$ cat src/rtl/mem_byte_lane_pkg.sv
// Shared encodings for the byte-lane memory controller: access sizes, lane count, pipeline states.
package mem_byte_lane_pkg;

    localparam int unsigned LANES = 4;

    typedef enum logic [1:0] {
        SIZE_BYTE    = 2'd0,
        SIZE_HALF    = 2'd1,
        SIZE_WORD    = 2'd2,
        SIZE_ILLEGAL = 2'd3
    } size_e;

    typedef enum logic {
        ST_IDLE = 1'b0,
        ST_RESP = 1'b1
    } state_e;

    function automatic logic [2:0] size_bytes(input logic [1:0] size);
        case (size)
            SIZE_BYTE: size_bytes = 3'd1;
            SIZE_HALF: size_bytes = 3'd2;
            default:   size_bytes = 3'd4;
        endcase
    endfunction

endpackage

$ cat src/rtl/mem_load_align.sv
// Load realignment: gathers rotated lane bytes into LSB-justified data and sign/zero-extends.
module mem_load_align
    import mem_byte_lane_pkg::*;
(
    input  logic        en,
    input  logic [1:0]  offset,
    input  logic [1:0]  size,
    input  logic        is_unsigned,
    input  logic [31:0] lane_dout,
    output logic [31:0] rdata
);

    logic [31:0] gathered;
    logic [1:0]  lane;

    always_comb begin
        gathered = '0;
        lane     = '0;
        for (int unsigned i = 0; i < LANES; i++) begin
            lane = offset + 2'(i);
            if (i < 32'(size_bytes(size)))
                gathered[i*8 +: 8] = lane_dout[lane*8 +: 8];
        end
        case (size)
            SIZE_BYTE: rdata = {{24{~is_unsigned & gathered[7]}}, gathered[7:0]};
            SIZE_HALF: rdata = {{16{~is_unsigned & gathered[15]}}, gathered[15:0]};
            default:   rdata = gathered;
        endcase
        if (!en)
            rdata = '0;
    end

endmodule

$ cat src/rtl/mem_byte_lane_ctrl.sv
// Byte/half/word load-store controller over four byte-wide RAM lanes.
// Define MEM_BYTE_LANE_MISALIGN_EN to support misaligned half/word accesses.
module mem_byte_lane_ctrl
    import mem_byte_lane_pkg::*;
#(
    parameter int unsigned ADDR_WIDTH = 14
) (
    input  logic                        clk,
    input  logic                        reset,
    input  logic                        req,
    output logic                        req_ready,
    input  logic                        req_we,
    input  logic [1:0]                  req_size,
    input  logic                        req_unsigned,
    input  logic [ADDR_WIDTH+1:0]       req_addr,
    input  logic [31:0]                 req_wdata,
    output logic [4*ADDR_WIDTH-1:0]     lane_addr,
    output logic [31:0]                 lane_din,
    output logic [3:0]                  lane_we,
    input  logic [31:0]                 lane_dout,
    output logic                        ack,
    output logic                        ack_err,
    output logic [31:0]                 rdata
);

    logic [1:0]            offset;
    logic [ADDR_WIDTH-1:0] word;
    logic                  accept;
    logic                  illegal;
    logic [1:0]            lane;

    state_e     state;
    logic       err_q;
    logic       load_q;
    logic       uns_q;
    logic [1:0] off_q;
    logic [1:0] size_q;

    assign offset    = req_addr[1:0];
    assign word      = req_addr[ADDR_WIDTH+1:2];
    assign req_ready = ~reset;
    assign accept    = req & req_ready;

    always_comb begin
        illegal = (req_size == SIZE_ILLEGAL);
`ifndef MEM_BYTE_LANE_MISALIGN_EN
        if (req_size == SIZE_HALF && offset[0])
            illegal = 1'b1;
        if (req_size == SIZE_WORD && offset != 2'd0)
            illegal = 1'b1;
`endif
    end

`ifdef MEM_BYTE_LANE_MISALIGN_EN
    logic [ADDR_WIDTH-1:0] word_next;

    // Lanes below the offset hold the bytes that spill into the next word.
    assign word_next = word + ADDR_WIDTH'(1);

    always_comb begin
        lane_addr = '0;
        for (int unsigned k = 0; k < LANES; k++)
            lane_addr[k*ADDR_WIDTH +: ADDR_WIDTH] = (2'(k) < offset) ? word_next : word;
    end
`else
    assign lane_addr = {LANES{word}};
`endif

    always_comb begin
        lane_we  = '0;
        lane_din = '0;
        lane     = '0;
        if (accept && req_we && !illegal) begin
            for (int unsigned i = 0; i < LANES; i++) begin
                lane = offset + 2'(i);
                if (i < 32'(size_bytes(req_size))) begin
                    lane_we[lane]          = 1'b1;
                    lane_din[lane*8 +: 8]  = req_wdata[i*8 +: 8];
                end
            end
        end
    end

    always_ff @(posedge clk) begin
        if (reset) begin
            state  <= ST_IDLE;
            err_q  <= 1'b0;
            load_q <= 1'b0;
            uns_q  <= 1'b0;
            off_q  <= '0;
            size_q <= '0;
        end else begin
            state  <= accept ? ST_RESP : ST_IDLE;
            err_q  <= accept & illegal;
            load_q <= accept & ~req_we & ~illegal;
            if (accept) begin
                uns_q  <= req_unsigned;
                off_q  <= offset;
                size_q <= req_size;
            end
        end
    end

    // Gating with reset drops a response whose request was accepted just before reset.
    assign ack     = (state == ST_RESP) & ~reset;
    assign ack_err = err_q & ack;

    mem_load_align u_load_align (
        .en          (load_q & ack),
        .offset      (off_q),
        .size        (size_q),
        .is_unsigned (uns_q),
        .lane_dout   (lane_dout),
        .rdata       (rdata)
    );

endmodule

$ cat config.mk
export PLATFORM = sky130hd
export DESIGN_NAME = mem_byte_lane_ctrl
export DESIGN_NICKNAME = d
export VERILOG_FILES = /design/src/rtl/mem_byte_lane_pkg.sv /design/src/rtl/mem_load_align.sv /design/src/rtl/mem_byte_lane_ctrl.sv
export SDC_FILE = /design/constraint.sdc
export NUM_CORES = 1
export LEC_CHECK = 0
export ABC_AREA = 0
export ABC_CLOCK_PERIOD_IN_PS = 2600
export BUFFER_PORTS_ARGS = -buffer_cell sky130_fd_sc_hd__buf_2
export CAP_MARGIN = 10
export CORE_UTILIZATION = 30
export DETAILED_ROUTE_END_ITERATION = 6
export GPL_TIMING_DRIVEN = 0
export PLACE_DENSITY = 0.71
export SETUP_SLACK_MARGIN = 0.2
export SYNTH_ARGS = -nofsm -noshare
export SYNTH_HDL_FRONTEND = slang
export SYNTH_SLANG_ARGS = --single-unit
$ cat constraint.sdc
create_clock -name clk -period 2.6 [get_ports clk]
set_input_delay 0.13 -clock clk [delete_from_list [all_inputs] [get_ports clk]]
set_output_delay 0.13 -clock clk [all_outputs]
set_load 0.1 [all_outputs]
==> Flow_metrics.wiki, run 1 <==
{| class="wikitable"
! Metric !! Value
|-
| Register share of total power || a little under a tenth
|-
| Core region area || between 0.01 and 0.015 sq mm
|-
| Area grow syn2layout || 82.31%
|-
| Max-Cap Viols || 0
|-
| Post-synth EDFFs || 0
|-
| Worst-case register-to-register setup slack || roughly 1.3 ns
|-
| Reg-to-reg startpoint || off_q[0]
|-
| Setup repair after global routing missed its margin || yes
|-
| Post-detailed-route wirelength per cell || ~19 microns
|-
| Max-Slew Margin vs Limit || approximately half
|-
| Switching component of the power || around 900 uW
|-
| Count of endpoints failing setup in the final report || 0
|-
| Clock Path Buffers || 2
|-
| DIE WIDTH || roughly 110 microns
|-
| Setup clock skew after layout || 0 ns
|-
| Antenna diode instance count || 0
|-
| Initial core utilization || a little under a third
|-
| Warning count from the yosys run || 0
|-
| Area occupied by registers || approximately 170 sq um
|-
| Fraction of the mapped netlist area in compound gates || roughly 37%
|-
| Arrival time at the worst endpoint || about 2.3 ns
|-
| Dominant combinational cell family by area after synthesis || compound AO/OA/AOI/OAI gates
|-
| Share of the cycle needed by the critical path after routing || slightly above 90%
|-
| First-pass GRT wire length || approximately 22,000 microns
|-
| Leakage || roughly 2.6 nW
|-
| Critical-path top delay cell || sky130_fd_sc_hd__nor4b_4
|-
| Transition at the pin with the smallest max-transition slack || 0.7586 ns
|-
| Count of antenna-violating nets left after detailed routing || 0
|-
| Non-filler instance count after layout || around 800
|-
| Largest voltage drop on the vdd net || ~0.14 mV
|-
| Clock sink total || 8
|-
| Max Transition Viols Final || 0
|-
| Synthesized area per cell || around 7.3 sq um
|-
| Main synth FF type || sky130_fd_sc_hd__dfxtp_1
|-
| Register area share after synthesis || 4.921%
|-
| Post-DP Area || 0.005085 sq mm
|-
| Starting DRC count in detailed routing || approximately 400
|-
| Clock Tree Root || sky130_fd_sc_hd__clkbuf_8
|-
| Type of the worst setup path || input pin to output port
|-
| Die area || 0.01127 sq mm
|-
| Post-layout instance area || ~0.0059 sq mm
|-
| Global route overflow || 0
|-
| Post-synthesis net count || approximately 550
|-
| Post-synth cell types || 48
|-
| Number of cells produced by synthesis || ~450
|-
| DRC violation count after routing || 0
|-
| Number of top-level pins || between 200 and 250
|-
| Share of layout cells above drive strength 1 || a little under two thirds
|-
| Multiplexer fraction of the synthesized cell area || a little under a tenth
|-
| Area of the multi-input gates || between 0.003 and 0.004 sq mm
|-
| Capturing element type of the critical path || output port
|-
| Total half-perimeter wirelength after legalization and detailed placement || ~11,000 microns
|-
| Via count of the first global-routing pass || between 4,000 and 5,000
|-
| Via-per-instance ratio || 5.799
|-
| Worst skew pair latency || 0.22 ns
|-
| Clock tree from TritonCTS || done
|-
| Switching portion of total power || between 60% and 70%
|-
| Ys async rst share || 0%
|-
| Initial antenna violation count || 0
|-
| Final critical delay including setup and external delays || about 2.4 ns
|-
| Power density cells || approximately 260 mW/mm^2
|-
| Critical path startpoint || req_addr[0]
|-
| Total instance count after detailed placement || between 700 and 800
|-
| Simple-gate share of the synthesized area || 25.41%
|-
| Vertical die dimension || between 100 and 150 microns
|-
| Logic depth of the worst register-to-register path || 4
|-
| Clock Power Share || under 10%
|-
| # fillers || 921
|-
| Required time worst endpoint || between 2 and 2.5 ns
|-
| P_int || 593.9 uW
|-
| Util after Layout || 56.96%
|-
| Number of rows created at floorplan || 37
|-
| H-Tree Level Count || 1
|-
| Net total in the final layout || 765
|-
| Peak clock frequency supported by timing || just over 0.4 GHz
|-
| Cell area after technology mapping || between 0.003 and 0.004 sq mm
|-
| Total routing usage reported by global routing || 24.74%
|-
| Worst setup endpoint || lane_din[23]
|-
| Cells along the critical path || buf_6 > buf_6 > inv_4 > ha_1 > o2111ai_2 > buf_6 > nor4b_4 > a32o_2 > buf_4
|-
| Comb pwr share || between 80% and 90%
|-
| Sort of element at the start of the critical path || input pin
|-
| Clock input transition at the sequential cells of the worst setup and hold paths || approximately 0.04 ns
|-
| Most frequent cell on the critical path || sky130_fd_sc_hd__buf_6
|-
| Synthesized flop and latch total || 8
|-
| Hold Violations, Final || 0
|-
| Detailed-router iteration count before antenna repair || 5
|-
| Routability Congestion || approximately 0.94
|-
| Total Routed Length || 15,000 microns
|-
| Worst Path Max Fanout || 10
|-
| Worst reg2reg endpoint || off_q[0]
|-
| Routed via count || around 4,700
|-
| Largest net degree at the start of global routing || 11
|-
| Min-delay worst type || input pin to register
|-
| Count of cells along the worst hold path || 2
|-
| CP peak stage delay || around 0.56 ns
|-
| Result of the run || finished, final reports clean
|-
| Port Buffers || between 150 and 200
|-
| Hold Buf Count CTS || 0
|-
| Setup total negative slack || 0 ns
|-
| Xor and xnor fraction of the mapped netlist area || 0%
|-
| Adder-Cell Fraction of Synth Area || 3.845%
|-
| Num CTS Buffers || 3
|}
## routing by layer
layer	global-route usage (%)	routed length, microns	share of wire (%)
met1	28.24	5409	36
met2	45.36	7558	50
met3	3.372	1478	9.9
met4	11.01	554	3.7
met5	0	0	0
## cell usage after synthesis, types with 15 or more instances
cell type	number	area, sq um
sky130_fd_sc_hd__buf_4	57	427.9
sky130_fd_sc_hd__nand2_1	36	135.1
sky130_fd_sc_hd__a221o_1	32	320.3
sky130_fd_sc_hd__a32o_1	32	320.3
sky130_fd_sc_hd__mux2i_1	29	290.3
sky130_fd_sc_hd__nor3_1	27	135.1
sky130_fd_sc_hd__o21ai_0	27	135.1
sky130_fd_sc_hd__nor2_1	26	97.59
sky130_fd_sc_hd__nor2b_1	21	131.4
sky130_fd_sc_hd__clkbuf_1	20	75.07
sky130_fd_sc_hd__o22ai_1	16	100.1
sky130_fd_sc_hd__a21oi_1	15	75.07
## repair_timing
| action | 4_1_cts | 5_1_grt |
|---|---|---|
| pin swaps | 9 | 13 |
| resized for setup | 131 | 72 |
| setup buffers | 10 | 6 |
| endpoints found under the setup margin | 66 | 59 |
| gates cloned | 0 | 1 |
## power groups by stage
stage | logic, mW | clock network (mW) | registers (mW)
5_1_grt | 1.28 | 0.153 | 0.140
3_5_place_dp | 1.13 | 0 | 0.140
6_report | 1.23 | 0.143 | 0.139
3_3_place_gp | 1.11 | 0 | 0.140
2_1_floorplan | 0.895 | 0 | 0.138
4_1_cts | 1.17 | 0.146 | 0.139
## logic make-up (layout without fill, tap and decap cells)
logic type	count (synthesis)	in the layout
and+or+nand+nor	151	151
AOI/OAI and AO/OA	150	150
adders and majority gates	10	10
DFF	8	8
muxes	30	30
buffers and inverters	99	317
## state kept, by name (all words and copies together) (netlist names)
name    flops
err_q       1
state       1
load_q      1
size_q      2
uns_q       1
off_q       2
## metrics by stage
| step | total power [mW] | worst slack (ns) | hold slack [ns] |
|---|---|---|---|
| 2_1_floorplan | 1.033 | 0.1053 | 0.1950 |
| 3_3_place_gp | 1.253 | -0.7145 | 0.3246 |
| 3_5_place_dp | 1.269 | -0.5712 | 0.3224 |
| 4_1_cts | 1.458 | 0.1834 | 0.09071 |
| 5_1_grt | 1.577 | 0.1427 | 0.1059 |
| 6_report | 1.514 | 0.1706 | 0.09231 |
## area by class of cell
cell class	instances	share of cell area, %
flip-flops and latches	8	2.868
inverters	9	0.6748
clock buffers	3	0.6959
plain buffers	90	11.26
repair buffers	215	26.99
multi-input cells	341	54.64
well taps	136	2.868
## cells in the final DEF, fill, tap and decap left out, drive strengths merged, types with 9 or more instances in the layout
cell	count
a211oi	13
a21oi	15
a221o	32
a32o	32
and2	9
buf	289
clkbuf	19
ha	10
mux2i	30
nand2	36
nand2b	11
nor2	27
nor2b	21
nor3	27
o21ai	28
o22ai	17
## worst min-delay path by stage
stage	startpoint	end	slack, ns
6_report	req_we	load_q	0.09
5_1_grt	req_we	load_q	0.11
4_1_cts	req_we	load_q	0.09
3_5_place_dp	req_we	load_q	0.32
3_3_place_gp	req_we	load_q	0.32
2_1_floorplan	reset	off_q[1]	0.19
## worst max-delay path, delay by kind of cell
kind	cells	cell delay, ns
buffers and inverters	5	0.82
AND/OR/NAND/NOR	1	0.56
AO/OA/AOI/OAI	2	0.48
adder cells (fa/ha/maj)	1	0.29
Power figures use the tool's default switching activity.
==> run 2: changes to the inputs <==
--- a/config.mk
+++ b/config.mk
@@ -9,6 +9,7 @@
 export ABC_CLOCK_PERIOD_IN_PS = 2600
 export BUFFER_PORTS_ARGS = -buffer_cell sky130_fd_sc_hd__buf_2
 export CAP_MARGIN = 10
+export CORE_ASPECT_RATIO = 1.75
 export CORE_UTILIZATION = 30
 export DETAILED_ROUTE_END_ITERATION = 6
 export GPL_TIMING_DRIVEN = 0
==> Flow_metrics.wiki, run 2 (same netlist as run 1, synthesis figures left out) <==
{| class="wikitable"
! Metric !! Value
|-
| Result of the run || finished, final reports clean
|-
| Final critical delay including setup and external delays || 2.393 ns
|-
| Post-layout instance area || about 0.006 sq mm
|-
| P_int || approximately 700 uW
|-
| DIE WIDTH || a little over 80 microns
|-
| Peak clock frequency supported by timing || ~0.42 GHz
|-
| Min-delay worst type || input pin to register
|-
| Port Buffers || 198
|-
| Buf/Inv on CP || 5
|-
| Clock sink total || 8
|-
| Comb pwr share || between 70% and 80%
|-
| Critical-path top delay cell || sky130_fd_sc_hd__ha_1
|-
| Max Transition Viols Final || 0
|-
| Place WS || -0.6362 ns
|-
| DRC violation count after routing || 0
|-
| Global route overflow || 0
|-
| Worst skew pair latency || 0.23 ns
|-
| Share of layout cells above drive strength 1 || ~64%
|-
| Post-detailed-route wirelength per cell || between 15 and 20 microns
|-
| Register share of total power || ~8.5%
|-
| Category of cells accounting for the largest share of critical-path delay || buffers and inverters
|-
| Detailed-router iteration count before antenna repair || 4
|-
| Total half-perimeter wirelength after legalization and detailed placement || roughly 12,000 microns
|-
| Initial antenna violation count || 0
|-
| Required time worst endpoint || about 2.5 ns
|-
| Routed via count || between 4,000 and 5,000
|-
| Via-per-instance ratio || approximately 5.8
|-
| Transition at the pin with the smallest max-transition slack || roughly 0.67 ns
|-
| Leakage || about 2.7 nW
|-
| Num CTS Buffers || 3
|-
| Switching component of the power || about 950 uW
|-
| Clock tree from TritonCTS || done
|-
| Area of the multi-input gates || approximately 0.0033 sq mm
|-
| Initial core utilization || a little under a third
|-
| Total routing usage reported by global routing || between 20% and 30%
|-
| Clock input transition at the sequential cells of the worst setup and hold paths || approximately 0.030 ns
|-
| Worst hold-check slack || around 0.086 ns
|-
| Setup clock skew after layout || 0 ns
|-
| H-Tree Level Count || 1
|-
| Area occupied by registers || between 150 and 200 sq um
|-
| Switching portion of total power || between 50 and 60%
|-
| Clock Tree Root || sky130_fd_sc_hd__clkbuf_16
|-
| Capturing element type of the critical path || output port
|-
| Count of antenna-violating nets left after detailed routing || 0
|-
| Hold Violations, Final || 0
|-
| Arrival time at the worst endpoint || between 2 and 2.5 ns
|-
| Max-Cap Viols || 0
|-
| First-pass GRT wire length || 23,200 microns
|-
| Number of rows created at floorplan || 50
|-
| Most common cell after layout, fill and taps aside || sky130_fd_sc_hd__buf_2
|-
| Total Routed Length || about 16,000 microns
|-
| Setup repair after global routing missed its margin || yes
|-
| CP peak stage delay || around 0.43 ns
|-
| Core region area || between 0.01 and 0.015 sq mm
|-
| Most frequent cells in the layout || sky130_fd_sc_hd__buf_2, sky130_fd_sc_hd__buf_4, sky130_fd_sc_hd__nand2_1, sky130_fd_sc_hd__a221o_1, sky130_fd_sc_hd__buf_6
|-
| Post-DP Area || 0.005085 sq mm
|-
| Starting DRC count in detailed routing || 210
|-
| Worst Path Max Fanout || 10
|-
| Fin worst setup slack || a little over 0.2 ns
|-
| Non-filler instance count after layout || between 700 and 800
|-
| Largest registers in the final layout || off_q: 2 flops, size_q: 2 flops
|-
| # fillers || 938
|-
| Antenna diode instance count || 0
|-
| Share of the cycle needed by the critical path after routing || around 92%
|-
| Cells along the critical path || buf_2 > nor2_4 > inv_2 > ha_1 > nor2b_1 > clkbuf_2 > clkbuf_4 > a221o_1 > a32o_2 > buf_4
|-
| Max-Slew Margin vs Limit || between 50% and 60%
|-
| Count of endpoints failing setup in the final report || 0
|-
| Clock Path Buffers || 2
|-
| Largest voltage drop on the vdd net || about 0.18 mV
|-
| Die area || between 0.01 and 0.015 sq mm
|-
| Net total in the final layout || roughly 770
|-
| Via count of the first global-routing pass || around 4,600
|-
| Setup total negative slack || 0 ns
|-
| Vertical die dimension || between 100 and 150 microns
|-
| Area grow syn2layout || 86.39%
|-
| Routability Congestion || 0.9737
|-
| Sort of element at the start of the critical path || input pin
|-
| Power density cells || 271.2 mW/mm^2
|-
| Type of the worst setup path || input pin to output port
|-
| Largest net degree at the start of global routing || 11
|-
| Clock Power Share || between 10% and 20%
|-
| Number of top-level pins || roughly 210
|-
| Total instance count after detailed placement || between 700 and 800
|}
run 2: power groups by stage:
stage	Clock, mW	Combinational (mW)	Sequential, mW
after floorplan	0	0.895	0.138
after global placement	0	1.12	0.140
after detailed placement	0	1.13	0.140
after CTS	0.262	1.20	0.138
after global routing	0.269	1.30	0.140
final	0.258	1.25	0.139
run 2: per-stage QoR:
stage | power [mW] | utilization [%]
detailed placement | 1.273 | 47.81
floorplan | 1.033 | -
global placement | 1.258 | 47.69
CTS | 1.598 | 54.08
finish | 1.645 | 57.04
global route | 1.709 | 57.04
run 2: routing by layer:
metal | track usage [%] | up-vias | wire length, microns
li1 | - | 2103 | -
met1 | 24.63 | 2172 | 4970
met2 | 51.87 | 302 | 8512
met3 | 3.607 | 74 | 1115
met4 | 15.13 | 0 | 957
met5 | 0 | - | 0
run 2: worst paths after layout:
path	end	from	depth (start not counted)	slack, ns
setup / recovery	lane_din[6]	req_size[1]	10	0.21
hold / removal	load_q	req_we	2	0.09
hold reg to reg	size_q[1]	size_q[1]	2	0.56
setup reg to reg	off_q[0]	off_q[0]	4	1.38
run 2: final cells by class:
class	count	area share, %
tap	130	2.682
inverter	9	0.6601
buffer	90	11.24
multi-input combinational	341	54.08
timing repair buffer	216	27.33
sequential	8	2.764
clock buffer	3	1.238
run 2: what timing repair did:
item / in CTS / in global routing
setup endpoints to repair: 63 / 57
pin swaps: 13 / 15
cloned: 1 / 0
endpoints found under the hold margin: 0 / 0
hold buffers: 0 / 0
setup buffers: 11 / 5
resized for setup: 151 / 73
==> run 3: changes to the inputs <==
--- a/config.mk
+++ b/config.mk
@@ -10,11 +10,13 @@
 export BUFFER_PORTS_ARGS = -buffer_cell sky130_fd_sc_hd__buf_2
 export CAP_MARGIN = 10
 export CORE_ASPECT_RATIO = 1.75
-export CORE_UTILIZATION = 30
+export CORE_UTILIZATION = 44
+export CTS_CLUSTER_DIAMETER = 40
 export DETAILED_ROUTE_END_ITERATION = 6
 export GPL_TIMING_DRIVEN = 0
-export PLACE_DENSITY = 0.71
+export PLACE_DENSITY = 0.94
 export SETUP_SLACK_MARGIN = 0.2
+export SKIP_LAST_GASP = 1
 export SYNTH_ARGS = -nofsm -noshare
 export SYNTH_HDL_FRONTEND = slang
 export SYNTH_SLANG_ARGS = --single-unit
==> Flow_metrics.wiki, run 3 (same netlist as run 1, synthesis figures left out) <==
{| class="wikitable"
! Metric !! Value
|-
| Type of the worst setup path || register to output port
|-
| Logic depth of the worst register-to-register path || 4
|-
| Setup repair after global routing missed its margin || yes
|-
| Share of layout cells above drive strength 1 || roughly 65%
|-
| DRC violation count after routing || 4
|-
| Antenna diode instance count || 0
|-
| Starting DRC count in detailed routing || around 740
|-
| Violated checks || design-rule violations
|-
| Vertical die dimension || around 120 microns
|-
| Power density cells || 285.0 mW/mm^2
|-
| Number of top-level pins || 214
|-
| Max Transition Viols Final || 0
|-
| Count of antenna-violating nets left after detailed routing || 0
|-
| Total instance count after detailed placement || approximately 730
|-
| Min-delay worst type || input pin to register
|-
| Max-Cap Viols || 0
|-
| Routed via count || 5,472
|-
| Worst min-delay path endpoint || load_q
|-
| Most common cell after layout, fill and taps aside || sky130_fd_sc_hd__buf_2
|-
| Via count of the first global-routing pass || 4,811
|-
| H-Tree Level Count || 1
|-
| Startpoint of the most critical hold path || req_we
|-
| Total Routed Length || roughly 20,000 microns
|-
| Port Buffers || 198
|-
| Reg-to-reg startpoint || off_q[0]
|-
| Clock input transition at the sequential cells of the worst setup and hold paths || 0.04 ns
|-
| Final critical delay including setup and external delays || roughly 2.6 ns
|-
| Capturing element type of the critical path || output port
|-
| Most frequent cells in the layout || sky130_fd_sc_hd__buf_2, sky130_fd_sc_hd__buf_4, sky130_fd_sc_hd__nand2_1, sky130_fd_sc_hd__buf_6, sky130_fd_sc_hd__a221o_1
|-
| Leakage || 2.651 nW
|-
| Net total in the final layout || between 700 and 800
|-
| Global route overflow || 0
|-
| Sort of element at the start of the critical path || register
|-
| Clock Path Buffers || 2
|-
| Largest voltage drop on the vdd net || around 0.23 mV
|-
| Worst reg2reg endpoint || off_q[0]
|-
| Total half-perimeter wirelength after legalization and detailed placement || approximately 11,000 microns
|-
| Post-DP Area || ~0.005 sq mm
|-
| Post-layout instance area || ~0.006 sq mm
|-
| Clock tree from TritonCTS || done
|-
| Area grow syn2layout || 85.39%
|-
| Setup clock skew after layout || 0 ns
|-
| Clock Tree Root || sky130_fd_sc_hd__clkbuf_16
|-
| Clock sink total || 8
|-
| CP peak stage delay || 0.78 ns
|-
| Hold Violations, Final || 0
|-
| Num CTS Buffers || 3
|-
| Cells along the critical path || buf_2 > buf_2 > and2_1 > o311ai_0 > a21oi_4 > buf_4
|-
| Largest net degree at the start of global routing || 11
|-
| Count of cells along the worst hold path || 2
|-
| Number of rows created at floorplan || roughly 40
|-
| First-pass GRT wire length || approximately 23,000 microns
|-
| Core region area || between 0.007 and 0.008 sq mm
|-
| Hold Buf Count CTS || 0
|-
| Post-detailed-route wirelength per cell || about 26 microns
|-
| Largest registers in the final layout || off_q: 2 flops, size_q: 2 flops
|-
| Result of the run || complete, but fails checks
|-
| Worst skew pair latency || roughly 0.24 ns
|-
| Total routing usage reported by global routing || roughly two fifths
|-
| DIE WIDTH || between 60 and 70 microns
|-
| Critical-path top delay cell || sky130_fd_sc_hd__o311ai_0
|-
| Most frequent cell on the critical path || sky130_fd_sc_hd__buf_2
|-
| Detailed-router iteration count before antenna repair || 7
|-
| Die area || ~0.0078 sq mm
|-
| Worst-case register-to-register setup slack || between 1 and 1.5 ns
|-
| Required time worst endpoint || between 2 and 2.5 ns
|-
| Share of the cycle needed by the critical path after routing || between 90% and 100%
|-
| Category of cells accounting for the largest share of critical-path delay || compound AO/OA/AOI/OAI gates
|-
| Initial antenna violation count || 0
|-
| Worst Path Max Fanout || 10
|-
| Max-Slew Margin vs Limit || around two fifths
|-
| Peak clock frequency supported by timing || ~0.39 GHz
|-
| Non-filler instance count after layout || ~750
|-
| Routability Congestion || 1.048
|-
| Transition at the pin with the smallest max-transition slack || about 0.91 ns
|-
| Count of endpoints failing setup in the final report || 0
|-
| Initial core utilization || between 40% and 50%
|-
| Via-per-instance ratio || 7.257
|-
| Buf/Inv on CP || 3
|-
| Arrival time at the worst endpoint || about 2.5 ns
|}
[run 3: changes by cell type in the layout (fill, tap and decap cells not counted), moves of 3 or more]
cell	before	now
sky130_fd_sc_hd__clkbuf_4	7	3
sky130_fd_sc_hd__buf_6	28	33
sky130_fd_sc_hd__buf_4	88	92
sky130_fd_sc_hd__buf_12	22	19
sky130_fd_sc_hd__o22ai_2	7	3
[run 3: worst max path at each step]
stage                              end  slack (ns)         from  cells past startpoint
after floorplan            lane_din[6]        0.11  req_addr[0]                      6
after global placement     lane_din[2]       -0.76  req_addr[0]                      8
after detailed placement  lane_din[12]       -0.61  req_addr[0]                     11
after CTS                    rdata[21]        0.13    size_q[0]                      9
after global routing         rdata[12]       -0.25     off_q[1]                      6
final                         rdata[9]       0.006     off_q[1]                      6
[run 3: cell type report]
class | instances | area (sq um)
sequential | 8 | 168.9
clock buffer | 3 | 75.07
multi-input combinational | 341 | 3334
buffer | 90 | 684.4
tap | 86 | 107.6
fill | 373 | 1149
timing repair buffer | 217 | 1618
inverter | 9 | 45.04
[run 3: per-stage QoR]
| step | setup TNS (ns) | total power [mW] | hold slack, ns | utilization, % | setup WS, ns |
|---|---|---|---|---|---|
| after detailed placement | -16.85 | 1.265 | 0.3263 | 69.93 | -0.6106 |
| after CTS | 0 | 1.586 | 0.08888 | 78.78 | 0.1256 |
| after global placement | -16.66 | 1.239 | 0.3174 | 69.86 | -0.7641 |
| after floorplan | 0 | 1.033 | 0.1950 | - | 0.1053 |
| after global routing | -0.4204 | 1.773 | 0.1070 | 84.01 | -0.2467 |
| final | 0 | 1.720 | 0.09505 | 84.01 | 0.005839 |
[run 3: repair_timing]
action                                  4_1_cts  5_1_grt
hold endpoints to repair                      0        0
pin swaps                                    14       25
endpoints found under the setup margin       60       64
gates resized for setup                     136       92
setup buffers                                13        5
gates cloned                                  0        1
[run 3: metal layers]
layer / part of all wire [%] / GRT usage [%] / vias to the layer above / wire, microns
li1: - / - / 2117 / -
met1: 28 / 37.20 / 2488 / 5562
met2: 47 / 71.33 / 572 / 9290
met3: 12 / 9.252 / 295 / 2431
met4: 12 / 28.94 / 0 / 2404
met5: 0 / 0 / - / 0
[run 3: report_power, final]
part,switching (mW),internal [mW]
sequential,0.00873,0.130
clock,0.0680,0.199
combinational,0.940,0.374
